[config.mk]
export PLATFORM = sky130hd
export DESIGN_NAME = alu_mult_sequencer
export DESIGN_NICKNAME = d
export VERILOG_FILES = /design/src/rtl/alu_mult_sequencer.sv
export SDC_FILE = /design/constraint.sdc
export NUM_CORES = 1
export LEC_CHECK = 0
export CAP_MARGIN = 20
export CORE_AREA = 2 2 164 166
export DETAILED_ROUTE_END_ITERATION = 10
export DIE_AREA = 0 0 166 168
export PLACE_DENSITY = 0.56
export SKIP_LAST_GASP = 1
export SLEW_MARGIN = 20
export SYNTH_ARGS = -nofsm -noshare
export SYNTH_HDL_FRONTEND = slang
export SYNTH_SLANG_ARGS = --single-unit
[constraint.sdc]
create_clock -name clk -period 10.3 [get_ports clk]
set_clock_uncertainty 0.15 [all_clocks]
set_input_delay 2.575 -clock clk [delete_from_list [all_inputs] [get_ports clk]]
set_output_delay 2.575 -clock clk [all_outputs]
set_load 0.05 [all_outputs]
[src/rtl/alu_mult_sequencer.sv]
// Iterative unsigned shift-add multiplier controller driving an external shared ripple adder.
// Optional build macro ALU_MULT_ZERO_SKIP_EN bypasses the adder for zero multiplier bits.
module alu_mult_sequencer #(
  parameter int unsigned WIDTH         = 32,
  parameter int unsigned SETTLE_CYCLES = 2
) (
  input  logic                 clk,
  input  logic                 reset,
  input  logic                 start,
  input  logic [WIDTH-1:0]     multiplicand,
  input  logic [WIDTH-1:0]     multiplier,
  output logic                 ready,
  output logic                 done,
  output logic [2*WIDTH-1:0]   product,
  output logic [WIDTH-1:0]     alu_a,
  output logic [WIDTH-1:0]     alu_b,
  output logic                 alu_sub,
  input  logic [WIDTH-1:0]     alu_result,
  input  logic                 alu_carryout
);

  localparam int unsigned BW = (WIDTH > 1) ? $clog2(WIDTH) : 1;
  localparam int unsigned SW = (SETTLE_CYCLES > 1) ? $clog2(SETTLE_CYCLES) : 1;

  typedef enum logic [2:0] {
    S_IDLE,
    S_LOAD,
    S_EVAL,
    S_SHIFT,
    S_DONE
  } state_t;

  state_t             state, state_n;
  logic [WIDTH-1:0]   mcand, mcand_n;
  logic [2*WIDTH-1:0] acc, acc_n;
  logic               cbit, cbit_n;
  logic [BW-1:0]      bitcnt, bitcnt_n;
  logic [SW-1:0]      settlecnt, settlecnt_n;

  assign alu_a   = acc[2*WIDTH-1:WIDTH];
  assign alu_sub = 1'b0;

  // State and datapath registers; alu_b is precomputed from the next lo[0]/mcand.
  always_ff @(posedge clk or posedge reset) begin
    if (reset) begin
      state     <= S_IDLE;
      mcand     <= '0;
      acc       <= '0;
      cbit      <= 1'b0;
      bitcnt    <= '0;
      settlecnt <= '0;
      product   <= '0;
      done      <= 1'b0;
      ready     <= 1'b1;
      alu_b     <= '0;
    end else begin
      state     <= state_n;
      mcand     <= mcand_n;
      acc       <= acc_n;
      cbit      <= cbit_n;
      bitcnt    <= bitcnt_n;
      settlecnt <= settlecnt_n;
      ready     <= (state_n == S_IDLE);
      done      <= (state == S_DONE);
      alu_b     <= acc_n[0] ? mcand_n : '0;
      if (state == S_DONE) begin
        product <= acc;
      end
    end
  end

  // Next-state and datapath update.
  always_comb begin
    state_n     = state;
    mcand_n     = mcand;
    acc_n       = acc;
    cbit_n      = cbit;
    bitcnt_n    = bitcnt;
    settlecnt_n = settlecnt;
    case (state)
      S_IDLE: begin
        if (start) begin
          mcand_n = multiplicand;
          acc_n   = {WIDTH'(0), multiplier};
          state_n = S_LOAD;
        end
      end
      S_LOAD: begin
        bitcnt_n    = '0;
        settlecnt_n = '0;
        cbit_n      = 1'b0;
`ifdef ALU_MULT_ZERO_SKIP_EN
        state_n     = acc[0] ? S_EVAL : S_SHIFT;
`else
        state_n     = S_EVAL;
`endif
      end
      S_EVAL: begin
        if (settlecnt == SW'(SETTLE_CYCLES - 1)) begin
          acc_n[2*WIDTH-1:WIDTH] = alu_result;
          cbit_n                 = alu_carryout;
          state_n                = S_SHIFT;
        end else begin
          settlecnt_n = settlecnt + SW'(1);
        end
      end
      S_SHIFT: begin
        // The captured carry becomes the new top bit so no product bit is lost.
        acc_n  = {cbit, acc[2*WIDTH-1:1]};
        cbit_n = 1'b0;
        if (bitcnt == BW'(WIDTH - 1)) begin
          state_n = S_DONE;
        end else begin
          bitcnt_n    = bitcnt + BW'(1);
          settlecnt_n = '0;
`ifdef ALU_MULT_ZERO_SKIP_EN
          state_n     = acc_n[0] ? S_EVAL : S_SHIFT;
`else
          state_n     = S_EVAL;
`endif
        end
      end
      S_DONE: begin
        state_n = S_IDLE;
      end
      default: begin
        state_n = S_IDLE;
      end
    endcase
  end

endmodule

## Word level (Yosys, flattened, before mapping)

Index checks and enable logic that the tools add are counted.

| word-level totals | value |
|---|---|
| logic and storage cells | 53 |
| output and inout bits | 131 |
| register bits | 204 |

| cells by class | value |
|---|---|
| $add $sub $neg | 2 |
| eq/ne operators | 8 |
| reductions and logical operators | 13 |
| multiplexer cells | 18 |

Operators with widths:

| kind | count |
|---|---|
| $mux W32 | 4 |
| $pmux W32 S3 | 1 |
| $mux W64 | 1 |
| $pmux W32 S2 | 1 |
| $pmux W3 S4 | 1 |
| $pmux W5 S2 | 1 |
| $mux W3 | 3 |
| $reduce_and A2 Y1 | 4 |
| $eq A3 B2 Y1 const B | 2 |
| $logic_not A3 Y1 | 2 |
| $ne A2 B2 Y1 const B | 3 |
| $reduce_bool A2 Y1 | 3 |
| $reduce_bool A3 Y1 | 2 |
| $add A5 B1 Y5 const B | 1 |
| $eq A5 B5 Y1 const B | 1 |
| $mux W5 | 1 |
| $eq A3 B1 Y1 const B | 1 |
| $eq A3 B3 Y1 const B | 1 |
| $mux W1 | 3 |
| $pmux W1 S3 | 1 |
| $reduce_and A3 Y1 | 1 |
| $pmux W1 S2 | 1 |
| $reduce_or A2 Y1 | 1 |
| $add A1 B1 Y1 const B | 1 |

## Logic depth before layout (Yosys ltp)

Gate-level depths: netlist (run 1).

| logic depth | value |
|---|---|
| depth after elaboration | 4 |
| gate-level depth with buffers | 6 |
| mapped depth without buffers | 6 |

## Worst setup path after synthesis (run 1)

No wires, ideal clock.

| path | value |
|---|---|
| path kind | input to register |
| start | input start |
| end | register acc[32] |
| setup slack | 6.364 ns |
| stages on the path | 4 |
| arrival | 3.662 ns |
| cell sequence | or3b_1 a21oi_2 buf_4 mux2_2 |

| on the way | value |
|---|---|
| cells in the longest elaborated chain, start to end | 2 |

RTL lines:

| item | line | text |
|---|---|---|
| start, declared | 9 | `input logic start,` |
| $ne A2 B2 Y1 (no line) | -- |  |
| $reduce_and A3 Y1 (no line) | -- |  |
| end signal, assigned | 59 | `acc <= acc_n;` |
| end, declared | 35 | `logic [2*WIDTH-1:0] acc, acc_n;` |

Every way passes these cells.
A chain may end at the register's enable or synchronous reset.

## Worst setup path in the final report (run 1)

| path | value |
|---|---|
| start | input start |
| end | register acc[8] |

| on the way | value |
|---|---|
| cells in the longest elaborated chain, start to end | 2 |

RTL lines:

| item |
|---|
| $ne A2 B2 Y1 (no line) |
| $reduce_and A2 Y1 (no line) |

Every way passes these cells.

==> impl_metrics.json, run 1 <==
{
  "worst_skew_pair.late_latency_ns": 0.51,
  "postCtsSetupBuffers": 0,
  "crit_slowest_cell": "buf_4",
  "setup_viol": 0,
  "htreeDepth": 1,
  "final_cells": 1140,
  "period_needed_ns": 4.626,
  "pre_cts_slack_ns": 5.107,
  "firstDrtPassIters": 4,
  "synthesis.instances": 589,
  "grt_pass1_vias": 5742,
  "setup_slack_ns": 5.674,
  "vias_per_cell": 4.775,
  "synth.yosys.warnings": 0,
  "drt_iter0_drc": 262,
  "cts_hold_buf": 0,
  "cts_tree": "done",
  "post-route-util_pct": 44.33,
  "pwr_density_cell_nw_per_um2": 302.4,
  "drv_cap": 0,
  "final_area_sq_um": 11680,
  "grt_use_total_pct": 14.11,
  "p_sw_share_pct": 37.13,
  "drive_above_1_share_pct": 22.40,
  "io_buffers": 229,
  "switchingPower_uw": 1312,
  "die_w_um": 166,
  "io_pins": 231,
  "area_delta_synth_final_pct": 37.79,
  "rsz0062_at_grt": "no",
  "synth.distinct_cells": 43,
  "run_status": "completed",
  "maxSlewViolCount": 0,
  "slowest_delay_ns": 0.70,
  "comb_power_share_pct": 40.6,
  "postRouteAntennaNets": 0,
  "dpl.hpwl_um": 13350,
  "start_util_pct": 32.17,
  "path_cells": "clkdlybuf4s50_1 -> nor4b_4 -> buf_4 -> nor2_2 -> buf_4 -> a21o_1",
  "antenna_found_initial": 0,
  "wirelength_um": 20300,
  "tns_ns": 0,
  "p_leak_uw": 0.005419,
  "internal_power_uw": 2221,
  "rows": 60,
  "grt_max_degree": 127,
  "hold_path.class": "flop to flop",
  "cp.required_ns": 10.55,
  "cp-start-kind": "primary input",
  "post-route-period-util_pct": 44.91,
  "cp_max_fo": 64,
  "vias": 5443,
  "critPathMostFrequentCell": "buf_4",
  "pwr-share-clk_pct": 25.1,
  "die_h_um": 168,
  "max_slew_margin_pct": 39.68,
  "synth_area_sq_um": 8477,
  "tightest_slew_ns": 0.9049,
  "fmax_mhz": 216.2,
  "hold_viol_final": 0,
  "core_sq_um": 26350,
  "place_congestion": 0.7582,
  "cts.sinks": 204,
  "drcViolationCount": 0,
  "wl_per_cell_um": 17.80,
  "placedCellCount": 1095,
  "n_antenna_cell": 0,
  "cts_buffers": 24,
  "clk_pin_slew_ns": 0.06,
  "cp_data_arrival_time_ns": 4.88,
  "cts-root-buf": "clkbuf_16",
  "cts_resized": 0,
  "layout.nets": 883,
  "worstSetupEndpointType": "flop",
  "die-area_sq_um": 27890,
  "irDropWorstVdd_uv": 197.4,
  "postSynthAreaPerCell_sq_um": 14.39,
  "clockBufferDepth": 3,
  "p_seq_share_pct": 34.3,
  "placed_area_sq_um": 10800,
  "syn_nets": 691,
  "grt_first_pass_wirelength_um": 32310,
  "grt_overflow_total": 0,
  "critPathKind": "primary input to flop",
  "ys_ff_latch": 204,
  "synth-seq-area-share_pct": 60.24
}
[worst max-delay path: cells and delay by family]
kind            cells  cell delay [ns]
compound gates      1             0.20
simple gates        2             0.52
buf+inv             3             1.55
[cells by family (layout without fill, tap and decap cells)]
family          count (synthesis)  after routing  synth area share, %
simple gates                   33             33                2.421
fa+ha+maj                       2              2               0.2952
flops                         204            204                60.24
buf+inv                        75            285                5.934
compound gates                144            144                13.39
other cells                     1              1              0.04424
mux                           130            130                17.68
[power by group through the flow]
stage / logic [uW] / clock network (uW) / registers [uW]
5_1_grt: 1530 / 953 / 1250
2_1_floorplan: 982 / 0 / 1320
6_report: 1430 / 887 / 1210
4_1_cts: 1440 / 916 / 1210
3_5_place_dp: 1430 / 0 / 1230
3_3_place_gp: 1400 / 0 / 1220
[layout make-up]
cell class                 instances  area [sq um]
clock buffer                      32         701.9
timing repair buffer             238          2384
inverter                           3         18.77
sequential                       204          5106
clock inverter                    12         143.9
fill                            2395         14670
tap                              341         426.7
multi-input combinational        310          2899
[path summary, 6_finish.rpt]
check,start,end,slack [ns],depth (start not counted)
max in group asynchronous,reset,acc[40],6.26,3
max reg2reg,state[0],acc[8],7.50,5
min,mcand[20],mcand[20],0.32,1
max,start,acc[8],5.67,6
min in group asynchronous,reset,mcand[23],2.50,2
min reg2reg,mcand[20],mcand[20],0.32,1
[flip-flops by register name (all words and copies together) (netlist names)]
signal	count
alu_b	32
ready	1
state	3
done	1
product	64
cbit	1
bitcnt	5
settlecnt	1
acc	64
mcand	32
[synth_stat cells]
| cell | instances | area share, % |
|---|---|---|
| buf_6 | 6 | 0.80 |
| buf_2 | 18 | 1.1 |
| nor4b_2 | 1 | 0.18 |
| nor3_1 | 1 | 0.059 |
| a211oi_1 | 1 | 0.089 |
| dfstp_2 | 1 | 0.31 |
| and3b_1 | 1 | 0.10 |
| or2_2 | 1 | 0.074 |
| buf_8 | 1 | 0.18 |
| buf_4 | 38 | 3.4 |
| a21o_1 | 32 | 2.8 |
| inv_1 | 3 | 0.13 |
| nor2b_1 | 2 | 0.15 |
| nor4bb_1 | 1 | 0.12 |
| conb_1 | 1 | 0.044 |
| a22o_1 | 63 | 6.5 |
| nand2b_1 | 1 | 0.074 |
| mux2_1 | 10 | 1.3 |
| a32oi_1 | 1 | 0.10 |
| and2_1 | 4 | 0.30 |
| a21boi_1 | 28 | 2.5 |
| clkbuf_1 | 7 | 0.31 |
| nand4b_1 | 2 | 0.21 |
| a21boi_0 | 4 | 0.35 |
| nor2_1 | 3 | 0.13 |
| or3b_1 | 1 | 0.10 |
| a22oi_1 | 1 | 0.089 |
| buf_1 | 2 | 0.089 |
| nand2_1 | 10 | 0.44 |
| ha_1 | 2 | 0.30 |
| o311a_1 | 1 | 0.12 |
| mux2i_1 | 2 | 0.24 |
| o21ai_0 | 10 | 0.59 |
| a21oi_2 | 1 | 0.10 |
| mux2_4 | 10 | 1.8 |
| o21ai_1 | 1 | 0.059 |
| nand3b_1 | 1 | 0.089 |
| mux2_2 | 108 | 14 |
| nor3b_1 | 2 | 0.18 |
| a21oi_1 | 1 | 0.059 |
| dfrtp_1 | 203 | 60 |
| and3_1 | 1 | 0.074 |
| nor3b_2 | 1 | 0.15 |
[placed cells by master (no fill, tap or decap), types with 2 or more instances in the layout]
cell type        count
mux2_4              10
bufinv_16            3
nand2_1             10
nor2_1               2
and2_1               3
ha_1                 2
a21boi_1            28
nor2b_1              2
a21boi_0             4
o21ai_0             10
nor3b_1              2
a21o_1              32
mux2i_1              2
clkbuf_16           25
a22o_1              63
clkinv_2             6
clkbuf_1             2
clkinvlp_4           2
inv_1                2
mux2_1              10
nand4b_1             2
buf_4                7
clkdlybuf4s50_1    229
dfrtp_1            203
mux2_2             108
clkbuf_8             5
[per-stage QoR]
step	hold WS [ns]	total power, uW
after global placement	0.3091	2613
final	0.3241	3533
after detailed placement	0.3140	2658
after global routing	0.3383	3727
after floorplan	0.2988	2307
after CTS	0.3273	3567
[per-layer routing]
metal  GRT usage, %  up-vias  wire length [um]  part of all wire, %
met3          4.819       25              1565                  7.7
met2          23.25      142              9868                   49
met5              0        -                 0                    0
met1          17.98     2791              8553                   42
met4          3.289        0               308                  1.5
li1               -     2485                 -                    -
No activity file was read; power rests on OpenSTA's default activity.
==> run 2: changes to the inputs <==
PLACE_DENSITY = 0.58   (was 0.56)
clock period = 4.1 ns   (was 10.3 ns; I/O delays follow)
==> run 2 against run 1 <==
Highest routed layer unchanged. Via count down 0.48%. Power increased by 140%. Worst setup slack worse by 4.6 ns. Worst hold slack improved by 0.0020 ns. Register-to-register slack worse by 5.7 ns. Non-clock buffer count rose by 3.
==> impl_metrics.json, run 2 (same netlist as run 1, synthesis figures left out) <==
{
  "run_status": "completed",
  "die-area_sq_um": 27890,
  "drv_cap": 0,
  "cp-start-kind": "flop",
  "area_delta_synth_final_pct": 36.64,
  "drive_above_1_share_pct": 21.58,
  "placed_area_sq_um": 10890,
  "rsz0062_at_grt": "no",
  "crit_slowest_cell": "clkdlybuf4s50_1",
  "grt_use_total_pct": 14.19,
  "path_cells": "clkdlybuf4s50_1",
  "cts_resized": 0,
  "clockBufferDepth": 3,
  "final_area_sq_um": 11580,
  "slowest_delay_ns": 0.83,
  "hold_viol_final": 0,
  "io_pins": 231,
  "period_needed_ns": 3.013,
  "core_sq_um": 26350,
  "firstDrtPassIters": 4,
  "worst_skew_pair.late_latency_ns": 0.51,
  "post-route-period-util_pct": 73.49,
  "postCtsSetupBuffers": 0,
  "cts_tree": "done",
  "hold_path.class": "flop to flop",
  "grt_pass1_vias": 5577,
  "pwr_density_cell_nw_per_um2": 734.7,
  "rows": 60,
  "drt_iter0_drc": 274,
  "tightest_slew_ns": 0.6491,
  "place_congestion": 0.7288,
  "total_power_uw": 8510,
  "grt_max_degree": 83,
  "multiInputGateArea_sq_um": 2899,
  "postRouteAntennaNets": 0,
  "layout.nets": 885,
  "htreeDepth": 1,
  "cp_max_fo": 1,
  "whs_ns": 0.3261,
  "layout_commonest_cell": "clkdlybuf4s50_1",
  "setup_viol": 0,
  "cp_data_arrival_time_ns": 1.84,
  "cts_buffers": 23,
  "cp_top_family": "buffers and inverters",
  "wl_per_cell_um": 17.73,
  "die_w_um": 166,
  "clk_pin_slew_ns": 0.06,
  "grt_first_pass_wirelength_um": 32190,
  "grt_overflow_total": 0,
  "register_area_sq_um": 5106,
  "io_buffers": 229,
  "antenna_found_initial": 0,
  "critPathKind": "flop to output port",
  "vias": 5417,
  "drcViolationCount": 0,
  "cp.required_ns": 2.92,
  "reg_top3": "acc: 64 flops, product: 64 flops",
  "cts-root-buf": "clkbuf_16",
  "dpl.hpwl_um": 13150,
  "p_leak_uw": 0.005356,
  "fillCellCount": 2406,
  "fmax_mhz": 331.9,
  "wirelength_um": 20200,
  "r2r_setup_slack_ns": 1.78,
  "maxSlewViolCount": 0,
  "vias_per_cell": 4.756,
  "irDropWorstVdd_uv": 369.4,
  "crit_buf_inv": 1,
  "max_slew_margin_pct": 56.73,
  "worstSetupEndpointType": "output port",
  "die_h_um": 168,
  "cts_hold_buf": 0,
  "layout_common_cells": "clkdlybuf4s50_1, dfrtp_1, mux2_2, a22o_1, a21o_1",
  "start_util_pct": 32.17,
  "cts.sinks": 204,
  "tns_ns": 0
}
## run 2: cell types whose count changed in the layout (fill, tap and decap cells not counted), sizes merged
cell | previous run | this run
clkbuf | 32 | 34
diode | 0 | 1
inv | 4 | 3
bufinv | 3 | 0
clkinv | 6 | 3
buf | 9 | 12
## run 2: worst register-to-register path, cell delays in order, from the launching register on
cell and delay (ns):
dfrtp_1 0.75, and2_2 0.54, buf_12 0.34, mux2_2 0.42
## run 2: worst paths after layout
path / startpoint / to / depth (start not counted)
min in group asynchronous: reset / product[57] / 2
hold / removal: mcand[23] / mcand[23] / 1
max in group asynchronous: reset / ready / 3
setup reg to reg: state[2] / product[1] / 3
setup / recovery: ready / ready / 1
hold reg to reg: mcand[23] / mcand[23] / 1
## run 2: metal layers
| metal | vias to the layer above | share of wire (%) | GRT usage, % |
|---|---|---|---|
| met5 | - | 0 | 0 |
| met1 | 2752 | 45 | 18.90 |
| li1 | 2499 | - | - |
| met3 | 24 | 6.2 | 4.114 |
| met4 | 0 | 2.3 | 3.932 |
| met2 | 142 | 47 | 22.70 |
## run 2: metrics by stage
step	cells	utilization, %	setup WS, ns
final	1139	43.96	1.087
after floorplan	589	-	0.2815
after global routing	1138	43.95	1.044
after detailed placement	1099	41.33	0.8722
after global placement	1099	41.33	0.9302
after CTS	1138	43.95	1.062
## run 2: area by class of cell
class / count / area share (%)
tap: 341 / 3.684
multi-input combinational: 310 / 25.03
timing repair buffer: 241 / 21.11
sequential: 204 / 44.09
inverter: 3 / 0.1296
clock inverter: 5 / 0.2701
antenna: 1 / 0.02161
clock buffer: 34 / 5.671
## run 2: report_power, final
group / leakage [uW] / internal [uW] / total [uW] / switching, uW
Sequential: 0.00267 / 2620 / 3030 / 413
Clock: 0.000337 / 1100 / 1900 / 798
Combinational: 0.00235 / 1550 / 3570 / 2030
==> run 3: changes to the inputs <==
PLACE_DENSITY = 0.56   (was 0.58)
clock period = 2.81 ns   (was 4.1 ns; I/O delays follow)
==> run 3 against run 2 <==
Register-to-register slack got worse by 1.2 ns. Global-route usage increased by 0.27 points. Sequential power increased by 47%. Via count up 1.2%. Worst setup slack got worse by 1.0 ns. Sequential share of layout area is 0.44 points lower. Worst hold slack barely moved.
==> impl_metrics.json, run 3 (same netlist as run 1, synthesis figures left out) <==
{
  "run_status": "completed",
  "die_w_um": 166,
  "worstSetupEndpointType": "output port",
  "die_h_um": 168,
  "wl_per_cell_um": 17.92,
  "hold_viol_final": 0,
  "cp.required_ns": 1.96,
  "area_delta_synth_final_pct": 38.02,
  "start_util_pct": 32.17,
  "clk_pin_slew_ns": 0.06,
  "critPathKind": "flop to output port",
  "period_needed_ns": 2.725,
  "final_cells": 1143,
  "reg2reg_from": "state[2]",
  "pwr_density_cell_nw_per_um2": 1091,
  "dpl.hpwl_um": 13350,
  "antenna_found_initial": 1,
  "fillCellCount": 2373,
  "grt_use_total_pct": 14.46,
  "cp_max_fo": 1,
  "io_pins": 231,
  "internal_power_uw": 7974,
  "cts_hold_buf": 0,
  "worst_skew_pair.late_latency_ns": 0.51,
  "layout_common_cells": "clkdlybuf4s50_1, dfrtp_1, mux2_2, a22o_1, a21o_1",
  "p_sw_share_pct": 37.55,
  "path_cells": "clkdlybuf4s50_1",
  "drive_above_1_share_pct": 22.32,
  "rows": 60,
  "drt_iter0_drc": 357,
  "cp_top_family": "buffers and inverters",
  "grt_first_pass_wirelength_um": 33200,
  "comb_power_share_pct": 41.5,
  "crit_buf_inv": 1,
  "clockBufferDepth": 3,
  "vias_per_cell": 4.794,
  "postRouteAntennaNets": 0,
  "grt_overflow_total": 0,
  "tns_ns": 0,
  "irDropWorstVdd_uv": 557.4,
  "hold_end": "mcand[16]",
  "n_antenna_cell": 0,
  "worstRegToRegCells": 4,
  "drcViolationCount": 0,
  "pwr-share-clk_pct": 23.7,
  "wirelength_um": 20490,
  "p_seq_share_pct": 34.8,
  "io_buffers": 229,
  "r2r_setup_slack_ns": 0.54,
  "cts-root-buf": "clkbuf_16",
  "cp_data_arrival_time_ns": 1.87,
  "cts_tree": "done",
  "layout_commonest_cell": "clkdlybuf4s50_1",
  "place_congestion": 0.7267,
  "core_sq_um": 26350,
  "post-route-util_pct": 44.40,
  "post-route-period-util_pct": 96.99,
  "htreeDepth": 1,
  "cts_buffers": 24,
  "maxSlewViolCount": 0,
  "die-area_sq_um": 27890,
  "grt_pass1_vias": 6016,
  "p_leak_uw": 0.005420,
  "postCtsSetupBuffers": 0,
  "fmax_mhz": 366.9,
  "drv_cap": 0,
  "r2r_end": "alu_b[0]",
  "slowest_delay_ns": 0.84,
  "placedCellCount": 1101,
  "min_delay_path_depth": 1,
  "reg_top3": "acc: 64 flops, product: 64 flops",
  "vias": 5480,
  "setup_viol": 0,
  "grt_max_degree": 117,
  "hold_path.class": "flop to flop",
  "cp-start-kind": "flop",
  "switchingPower_uw": 4796,
  "multiInputGateArea_sq_um": 2899,
  "crit_slowest_cell": "clkdlybuf4s50_1",
  "tightest_slew_ns": 0.6774,
  "layout.nets": 888,
  "hp-start": "mcand[16]",
  "cts.sinks": 204,
  "firstDrtPassIters": 4,
  "max_slew_margin_pct": 54.84,
  "register_area_sq_um": 5106,
  "cts_resized": 0,
  "rsz0062_at_grt": "no"
}
run 3: cell types whose count changed in the layout (fill, tap and decap cells not counted), sizes merged:
cell,delta
diode,-1
inv,-1
clkbuf,+4
buf,+2
run 3: power by group through the flow:
stage               clock network, uW  logic, uW  registers, uW
finish                           3030       5300           4440
global route                     3260       5650           4570
CTS                              3140       5370           4450
detailed placement                  0       5340           4490
global placement                    0       5230           4450
floorplan                           0       3600           4860
run 3: how the worst max path moves through the flow:
stage                     startpoint  endpoint  slack, ns  cells after the start
after detailed placement       start  alu_b[0]       0.06                      5
after global placement         start  alu_b[2]       0.13                      5
final                          ready     ready       0.08                      1
after global routing           ready     ready       0.05                      1
after CTS                      ready     ready       0.05                      1
after floorplan                reset    acc[0]      -0.69                      1
run 3: final cells by class:
type | count | area share, %
tap | 341 | 3.647
inverter | 3 | 0.1283
clock buffer | 38 | 6.448
sequential | 204 | 43.64
clock inverter | 4 | 0.2246
multi-input combinational | 310 | 24.78
timing repair buffer | 243 | 21.13
run 3: through the flow:
stage	area, sq um	power [uW]	worst slack (ns)	hold WS, ns
after floorplan	8481	8456	-0.6860	0.2988
final	11700	12770	0.08454	0.3261
after detailed placement	10920	9829	0.06303	0.3151
after global routing	11700	13470	0.04602	0.3471
after global placement	10920	9672	0.1270	0.3089
after CTS	11700	12960	0.04665	0.3300
run 3: metal layers:
metal | track usage (%) | wire length, um | up-vias
li1 | - | - | 2487
met1 | 17.61 | 8491 | 2806
met2 | 25.08 | 10110 | 146
met3 | 4.020 | 1274 | 39
met4 | 4.272 | 593 | 2
met5 | 0 | 13 | -
